### config.mk
export PLATFORM = sky130hd
export DESIGN_NAME = uart_tx
export DESIGN_NICKNAME = d
export VERILOG_FILES = /design/src/rtl/uart_tx.sv
export SDC_FILE = /design/constraint.sdc
export NUM_CORES = 1
export LEC_CHECK = 0
export BUFFER_PORTS_ARGS = -buffer_cell sky130_fd_sc_hd__buf_4
export CAP_MARGIN = 20
export CELL_PAD_IN_SITES_DETAIL_PLACEMENT = 0
export CELL_PAD_IN_SITES_GLOBAL_PLACEMENT = 1
export CORE_MARGIN = 2
export CORE_UTILIZATION = 54
export CTS_CLUSTER_DIAMETER = 100
export DETAILED_ROUTE_END_ITERATION = 8
export GPL_TIMING_DRIVEN = 0
export MAX_ROUTING_LAYER = met4
export PLACE_DENSITY = 0.91
export SYNTH_ARGS = -nofsm -noshare
export SYNTH_HDL_FRONTEND = slang
export SYNTH_SLANG_ARGS = --single-unit
export TNS_END_PERCENT = 20
### constraint.sdc
create_clock -name clk -period 8.3 [get_ports clk]
set_input_delay 0.415 -clock clk [delete_from_list [all_inputs] [get_ports clk]]
set_output_delay 0.415 -clock clk [all_outputs]
set_load 0.005 [all_outputs]
### src/rtl/uart_tx.sv
// UART transmit path: circular byte FIFO feeding an 8N1 serializer.
// Bit time is CLK_FREQ/BAUD core cycles; irq is high while fully drained.
module uart_tx #(
  parameter int CLK_FREQ   = 10_000_000,
  parameter int BAUD       = 9600,
  parameter int FIFO_DEPTH = 8,
  localparam int CW        = $clog2(FIFO_DEPTH + 1)
) (
  input  logic          clk,
  input  logic          rst,
  input  logic          wr_en,
  input  logic [7:0]    wr_data,
  output logic          full,
  output logic          empty,
  output logic [CW-1:0] count,
  output logic          overflow,
  output logic          busy,
  output logic          tx,
  output logic          irq
);
  localparam int DIV = CLK_FREQ / BAUD;
  localparam int BW  = (DIV > 1) ? $clog2(DIV) : 1;
  localparam int PW  = (FIFO_DEPTH > 1) ? $clog2(FIFO_DEPTH) : 1;
  localparam logic [BW-1:0] BIT_LAST = BW'(DIV - 1);
  localparam logic [PW-1:0] PTR_LAST = PW'(FIFO_DEPTH - 1);
  localparam logic [CW-1:0] CNT_FULL = CW'(FIFO_DEPTH);

  if (FIFO_DEPTH < 1) begin : g_bad_depth
    $error("uart_tx: FIFO_DEPTH must be >= 1");
  end
  if (DIV < 2) begin : g_bad_div
    $error("uart_tx: CLK_FREQ/BAUD must be >= 2");
  end

  typedef enum logic [1:0] {IDLE, START, DATA, STOP} state_t;

  logic [7:0]    mem [FIFO_DEPTH];
  logic [PW-1:0] wr_ptr, rd_ptr;
  logic [CW-1:0] cnt_q;
  state_t        state;
  logic [BW-1:0] baud_cnt;
  logic [2:0]    bit_idx;
  logic [7:0]    shreg;
  logic          push, pop, bit_end;

  assign full     = (cnt_q == CNT_FULL);
  assign empty    = (cnt_q == '0);
  assign count    = cnt_q;
  assign busy     = (state != IDLE);
  assign irq      = empty & ~busy;
  assign bit_end  = (baud_cnt == BIT_LAST);
  assign push     = wr_en & ~full;
  // Pop on leaving IDLE, or at the end of STOP to chain frames without a gap.
  assign pop      = ~empty & ((state == IDLE) | ((state == STOP) & bit_end));

  always_ff @(posedge clk) begin
    if (push) mem[wr_ptr] <= wr_data;
  end

  always_ff @(posedge clk) begin
    if (rst) begin
      wr_ptr   <= '0;
      rd_ptr   <= '0;
      cnt_q    <= '0;
      overflow <= 1'b0;
    end else begin
      overflow <= wr_en & full;
      if (push) wr_ptr <= (wr_ptr == PTR_LAST) ? '0 : wr_ptr + 1'b1;
      if (pop)  rd_ptr <= (rd_ptr == PTR_LAST) ? '0 : rd_ptr + 1'b1;
      case ({push, pop})
        2'b10:   cnt_q <= cnt_q + 1'b1;
        2'b01:   cnt_q <= cnt_q - 1'b1;
        default: cnt_q <= cnt_q;
      endcase
    end
  end

  // tx is updated together with the state so each level starts on the
  // same edge as the bit it belongs to.
  always_ff @(posedge clk) begin
    if (rst) begin
      state    <= IDLE;
      baud_cnt <= '0;
      bit_idx  <= '0;
      shreg    <= '0;
      tx       <= 1'b1;
    end else begin
      case (state)
        IDLE: begin
          tx <= 1'b1;
          if (pop) begin
            shreg    <= mem[rd_ptr];
            baud_cnt <= '0;
            state    <= START;
            tx       <= 1'b0;
          end
        end
        START: begin
          if (bit_end) begin
            baud_cnt <= '0;
            bit_idx  <= '0;
            state    <= DATA;
            tx       <= shreg[0];
          end else begin
            baud_cnt <= baud_cnt + 1'b1;
          end
        end
        DATA: begin
          if (bit_end) begin
            baud_cnt <= '0;
            if (bit_idx == 3'd7) begin
              state <= STOP;
              tx    <= 1'b1;
            end else begin
              shreg   <= {1'b0, shreg[7:1]};
              bit_idx <= bit_idx + 1'b1;
              tx      <= shreg[1];
            end
          end else begin
            baud_cnt <= baud_cnt + 1'b1;
          end
        end
        STOP: begin
          if (bit_end) begin
            baud_cnt <= '0;
            if (pop) begin
              shreg <= mem[rd_ptr];
              state <= START;
              tx    <= 1'b0;
            end else begin
              state <= IDLE;
              tx    <= 1'b1;
            end
          end else begin
            baud_cnt <= baud_cnt + 1'b1;
          end
        end
        default: begin
          state <= IDLE;
          tx    <= 1'b1;
        end
      endcase
    end
  end
endmodule

=== After elaboration in Yosys (flattened, before gate mapping) ===
Memory sizes are Yosys's and may differ from the RTL's. A register that Yosys moved wholly into a read port is not among the register bits.
Cells that the tools add are included.

* $add $sub $neg: 6
* Equality and inequality tests: 16
* Mux-type cells: 32
* Bitwise logic cells: 9
* Reductions and logical operators: 11

{| class="wikitable"
|+ Operators with widths
! operator !! number
|-
| 8-bit two-way mux || 4
|-
| 8-bit one-hot mux with 3 select lines || 1
|-
| 11-bit two-way mux || 2
|-
| 11-bit one-hot mux with 2 select lines || 1
|-
| 3-bit two-way mux || 7
|-
| 2-bit != test (second input constant) || 6
|-
| 11-bit by 1-bit adder with 11-bit output (second input constant) || 1
|-
| 11-bit equality test (second input constant) || 1
|-
| 2-bit two-way mux || 5
|-
| 3-bit by 1-bit adder with 3-bit output (second input constant) || 3
|-
| 3-bit equality test (second input constant) || 3
|-
| 1-bit two-way mux || 8
|-
| 2-bit one-hot mux with 4 select lines || 1
|-
| 4-bit one-hot mux with 2 select lines || 1
|-
| 4-bit AND reduction || 2
|-
| 2-bit equality test (second input constant) || 3
|-
| 3-bit one-hot mux with 2 select lines || 1
|-
| 2-bit nonzero test || 3
|-
| 1-bit bitwise AND || 5
|-
| 5-bit AND reduction || 1
|-
| 4-bit by 1-bit adder with 4-bit output (second input constant) || 1
|-
| 2-bit by 1-bit equality test with 1-bit output (second input constant) || 2
|-
| 4-bit equality test (second input constant) || 1
|-
| 4-bit logical NOT || 1
|-
| 8 further kinds || 10
|}

* Bits in registers: 36
* RAM bits: 64
* Input bits: 11
* Output and inout port bits: 10
* Word-level logic and storage cells: 84
* Memories kept: 1

{| class="wikitable"
|+ Memories
! memory !! depth !! bits a word !! rd ports !! clocked after Yosys merged registers in !! wr ports !! line !! text
|-
| mem || 8 || 8 || 1 || 1 || 1 || 37 || <nowiki>logic [7:0] mem [FIFO_DEPTH];</nowiki>
|}

=== Logic depth before layout (Yosys ltp) ===
* Word-level depth: 7
* Mapped depth: 12

=== Worst setup path before layout ===
Ideal clock, no wire load.

* Path type: flip-flop to flip-flop
* Start: reg baud_cnt[4]
* End: reg cnt_q[2] (netlist: count[2])
* Arrival time: 2.531 ns
* Required time: 8.230 ns
* Setup slack: 5.699 ns
* Stages on the path, launching flop included: 12
* Path buffers: 1
* Cells stage by stage: dfxtp_1 > buf_4 > nor4b_1 > a41oi_1 > nor2_1 > ha_1 > xor2_1 > ha_1 > a21oi_1 > xor2_1 > or3_1 > a21oi_1

* Longest elaborated chain between the ends: 6
* Elaborated cells between the ends (all ways): 8
* Classes of those cells: eq/ne: 3; mux: 1; bitwise: 3; reduce/logical: 1

{| class="wikitable"
|+ Ends and longest elaborated chain
! element !! line !! text
|-
| start: declaration || 41 || <nowiki>logic [BW-1:0] baud_cnt;</nowiki>
|-
| start signal: assignment || 105 || <nowiki>baud_cnt <= baud_cnt + 1'b1;</nowiki>
|-
| start signal: assignment || 120 || <nowiki>baud_cnt <= baud_cnt + 1'b1;</nowiki>
|-
| start signal: assignment || 135 || <nowiki>baud_cnt <= baud_cnt + 1'b1;</nowiki>
|-
| 11-bit equality test (*) || 51 || <nowiki>assign bit_end = (baud_cnt == BIT_LAST);</nowiki>
|-
| 1-bit bitwise AND (*) || 54 || <nowiki>assign pop = ~empty & ((state == IDLE) | ((state == STOP) & bit_end));</nowiki>
|-
| 1-bit OR (*) || 54 ||
|-
| 1-bit bitwise AND (*) || 54 ||
|-
| 2-bit by 1-bit equality test with 1-bit output or 2-bit equality test (tied branches) || 70 || <nowiki>case ({push, pop})</nowiki>
|-
| 4-bit one-hot mux with 2 select lines or 2-bit nonzero test (tied branches) || -- ||
|-
| end signal: assignment || 71 || <nowiki>2'b10: cnt_q <= cnt_q + 1'b1;</nowiki>
|-
| end signal: assignment || 72 || <nowiki>2'b01: cnt_q <= cnt_q - 1'b1;</nowiki>
|-
| end signal: assignment || 73 || <nowiki>default: cnt_q <= cnt_q;</nowiki>
|-
| end: declaration || 39 || <nowiki>logic [CW-1:0] cnt_q;</nowiki>
|}

Mark *: on every way between the ends. The rest lies on a longest branch, timed or not.
A chain may end at the register's enable or synchronous reset.

=== Worst setup path in the final report ===
* Start: reg baud_cnt[2]
* End: reg cnt_q[2] (netlist: count[2])

The elaborated chain is that of the path after synthesis.

==> results_dict.tcl <==
set metrics [dict create \
    synth_async_sr_flop_share 0 \
    clock-skew-final_ps 11.2 \
    final_hold_viol_count 0 \
    worst_setup_path_startpoint "baud_cnt[2]$_SDFFE_PP0N_" \
    initial_core_util 0.554 \
    final.setup.worst_slack_ps 5070 \
    gr-usage-all-layers 0.215 \
    numCtsBuffers 9 \
    setup_viol 0 \
    pwr-share-clk 0.204 \
    edff_count_synth 64 \
    fraction_of_layout_instances_using_a_drive_strength_above_1 0.187 \
    critPathArrivalTime_ps 3540 \
    cp_slowest_stage_delay_ps 610 \
    power-per-cell-area_nw_per_um2 314 \
    endpoint_kind "flop" \
    drt_first_pass_iters 4 \
    switching_power_uw 589 \
    postSynthNetCount 373 \
    synth_cell_type_count 47 \
    grt_pass1_wl_um 14200 \
    preCtsSetupSlack_ps 5090 \
    drt_drc_violations_left 0 \
    netlist_top_cells_area "sky130_fd_sc_hd__edfxtp_1 43%, sky130_fd_sc_hd__dfxtp_1 17%, sky130_fd_sc_hd__mux4_2 8.0%" \
    nets 408 \
    detailroute.via_count 2943 \
    met3_wirelength_um 325 \
    timing.hold.worst.start "wr_data[0]" \
    insertedDiodeCount 0 \
    io_buffer_count 19 \
    netlist_area_um2 4510 \
    pwr-share-seq 0.398 \
    fp.coreArea_um2 8130 \
    cts_tree "built" \
    place.gp.congestion 0.838 \
    slew_headroom 0.422 \
    worst_slew_pin_slew_ps 860 \
    clock-sinks 103 \
    worst-path-max-fanout 8 \
    post_synthesis_to_final_layout_area_growth_pct 12.3 \
    drt-vias-per-instance 6.01 \
    m1WireLength_um 3660 \
    internal_power_uw 1000 \
    comb_power_share 0.398 \
    dp_hpwl_um 6100 \
    antenna_found_initial 0 \
    dominantRegCellSynth "sky130_fd_sc_hd__edfxtp_1" \
    wl_per_cell_um 17.6 \
    fin_setup_tns_ps 0 \
    seq_area_frac_synth 0.600 \
    std_cell_rows 33 \
    syn_avg_cell_area_um2 13.1 \
    critPathSlowestCell "sky130_fd_sc_hd__nor4b_1" \
    ctsHtreeMaxLevel 3 \
    first_global_vias 2828 \
    worst-setup-path-type "flop to flop" \
    cell_type_with_the_largest_total_area_after_synthesis "sky130_fd_sc_hd__edfxtp_1" \
    r2r_start "baud_cnt[2]$_SDFFE_PP0N_" \
    n_fill_cell 632 \
    grt_overflow_total 0 \
    cts.path.max_buffers 2 \
    layout.cells.most_common "sky130_fd_sc_hd__edfxtp_1" \
    drt_wl_total_um 8640 \
    critPathRequiredTime_ps 8610 \
    status "completed" \
    ir_drop_mv 0.144 \
    clk-insertion-delay-late_ps 370 \
    layout.cells.most_common_list "64 x sky130_fd_sc_hd__edfxtp_1, 39 x sky130_fd_sc_hd__dfxtp_1, 31 x sky130_fd_sc_hd__nor2_1" \
    pin_count_of_the_biggest_net_entering_global_routing 23 \
    ant_nets 0 \
    timing.fmax_mhz 309 \
    top_layer_used_by_detailed_routing "met4" \
    ctsResizeCount 0 \
    cts_root_buffer "sky130_fd_sc_hd__clkbuf_8" \
    synth.ff_latch_count 103 \
    yosysWarningCount 0 \
    drt_iter0_markers 88 \
    fin_total_pwr_uw 1590 \
    holdCritPathClass "input pin to flop" \
    max_cap_viol_count 0 \
    die_w_um 95.3 \
    synthCells 345 \
    timing.reg2reg.setup_slack_ps 5070 \
    crit_path_start_kind "flop" \
    maxSlewViolCount 0 \
    fp.dieH_um 95.3 \
    dr_wl_met2_um 4500 \
    share_of_total_power_consumed_by_net_switching 0.370 \
    cts_setup_buffers 0 \
    setup_repair_after_global_routing_missed_its_margin "false" \
    total_leakage_power_uw 0.00176 \
    post-synth-top-area-fraction 0.427 \
    die_area_um2 9090 \
    pin_count 21 \
    ctsHoldBuffers 0 \
    path_cells "nor4b_1 > a41oi_1 > nor2_1 > ha_1 > xor2_1 > ha_1 > a21oi_1 > xor2_1 > or3_1 > a21oi_1" \
    final.period_utilization 0.390 \
    clk_transition_reported_paths_ps 120 \
    finalCriticalPeriod_ps 3230 \
]
## cells by family after synthesis
group,after synthesis,share of synthesized area
AOI/OAI and AO/OA,58,0.0889
xor gates and xnor gates,4,0.00777
adders and majority gates,17,0.0472
buffers and inverters,31,0.0269
DFF,103,0.600
muxes,29,0.109
and+or+nand+nor,103,0.120
## Yosys cell counts (2+ instances only)
library cell               number
sky130_fd_sc_hd__dfxtp_1       39
sky130_fd_sc_hd__xor2_1         4
sky130_fd_sc_hd__mux4_2        16
sky130_fd_sc_hd__a41oi_1        4
sky130_fd_sc_hd__inv_1         16
sky130_fd_sc_hd__clkbuf_1      13
sky130_fd_sc_hd__a311oi_1       9
sky130_fd_sc_hd__nor4b_1        3
sky130_fd_sc_hd__a21oi_1       19
sky130_fd_sc_hd__nor3_1        10
sky130_fd_sc_hd__a22oi_1        3
sky130_fd_sc_hd__mux2i_1       12
sky130_fd_sc_hd__and3_1         2
sky130_fd_sc_hd__nand3_1        6
sky130_fd_sc_hd__ha_1          17
sky130_fd_sc_hd__nor3b_1        3
sky130_fd_sc_hd__o21ai_0        8
sky130_fd_sc_hd__o22ai_1        7
sky130_fd_sc_hd__nand4b_1       2
sky130_fd_sc_hd__edfxtp_1      64
sky130_fd_sc_hd__nand2_1       21
sky130_fd_sc_hd__or3_1          3
sky130_fd_sc_hd__nand4_1        3
sky130_fd_sc_hd__nand2b_1       4
sky130_fd_sc_hd__nor2_1        31
sky130_fd_sc_hd__nor4_1         5
## power groups by stage
stage	logic (µW)	clock network, µW	registers (µW)
after global placement	618	0	642
after CTS	636	331	633
after floorplan	468	0	636
after global routing	707	348	640
final	632	324	633
after detailed placement	634	0	645
## final timing paths
| path | to | cells past startpoint |
|---|---|---|
| max | count[2]$_SDFFE_PP0P_ | 10 |
| min | mem[5][0]$_DFFE_PP_ | 1 |
| min reg2reg | shreg[7]$_SDFFE_PP0P_ | 2 |
| max reg2reg | count[2]$_SDFFE_PP0P_ | 10 |
## layout make-up
class,count,area [µm²],area share
clock inverters,7,88.8,0.0176
repair buffers,24,180,0.0356
well taps,105,131,0.0260
multi-input cells,211,1710,0.338
flip-flops and latches,103,2700,0.534
plain buffers,15,61.3,0.0121
clock buffers,9,124,0.0245
inverters,16,60.1,0.0119
## stage by stage
stage	utilization	instance area (µm²)	hold slack, ps	cells
CTS	0.622	5060	250	490
floorplan	-	4510	447	345
detailed placement	0.596	4850	465	474
global route	0.622	5060	254	490
finish	0.622	5060	262	490
global placement	0.588	4780	462	469
## flip-flops by register name (all words and copies together), names as in the netlist, named ones only
signal and flops:
baud_cnt 11, bit_idx 3, count 4, mem 64
overflow 1, rd_ptr 3, shreg 8, state 2
tx 1, wr_ptr 3
## worst max-delay path, delay by kind of cell, from the launching register on
kind | cells | cell delay (ps)
and+or+nand+nor | 3 | 1420
AOI/OAI and AO/OA | 3 | 530
adders and majority gates | 2 | 510
DFF | 1 | 390
xor gates and xnor gates | 2 | 330
## metal layers
layer | track usage | up-vias
met4 | 0.0785 | 0
met3 | 0.0387 | 15
met5 | - | -
li1 | - | 1391
met2 | 0.363 | 70
met1 | 0.260 | 1467
Power figures use the tool's default switching activity.
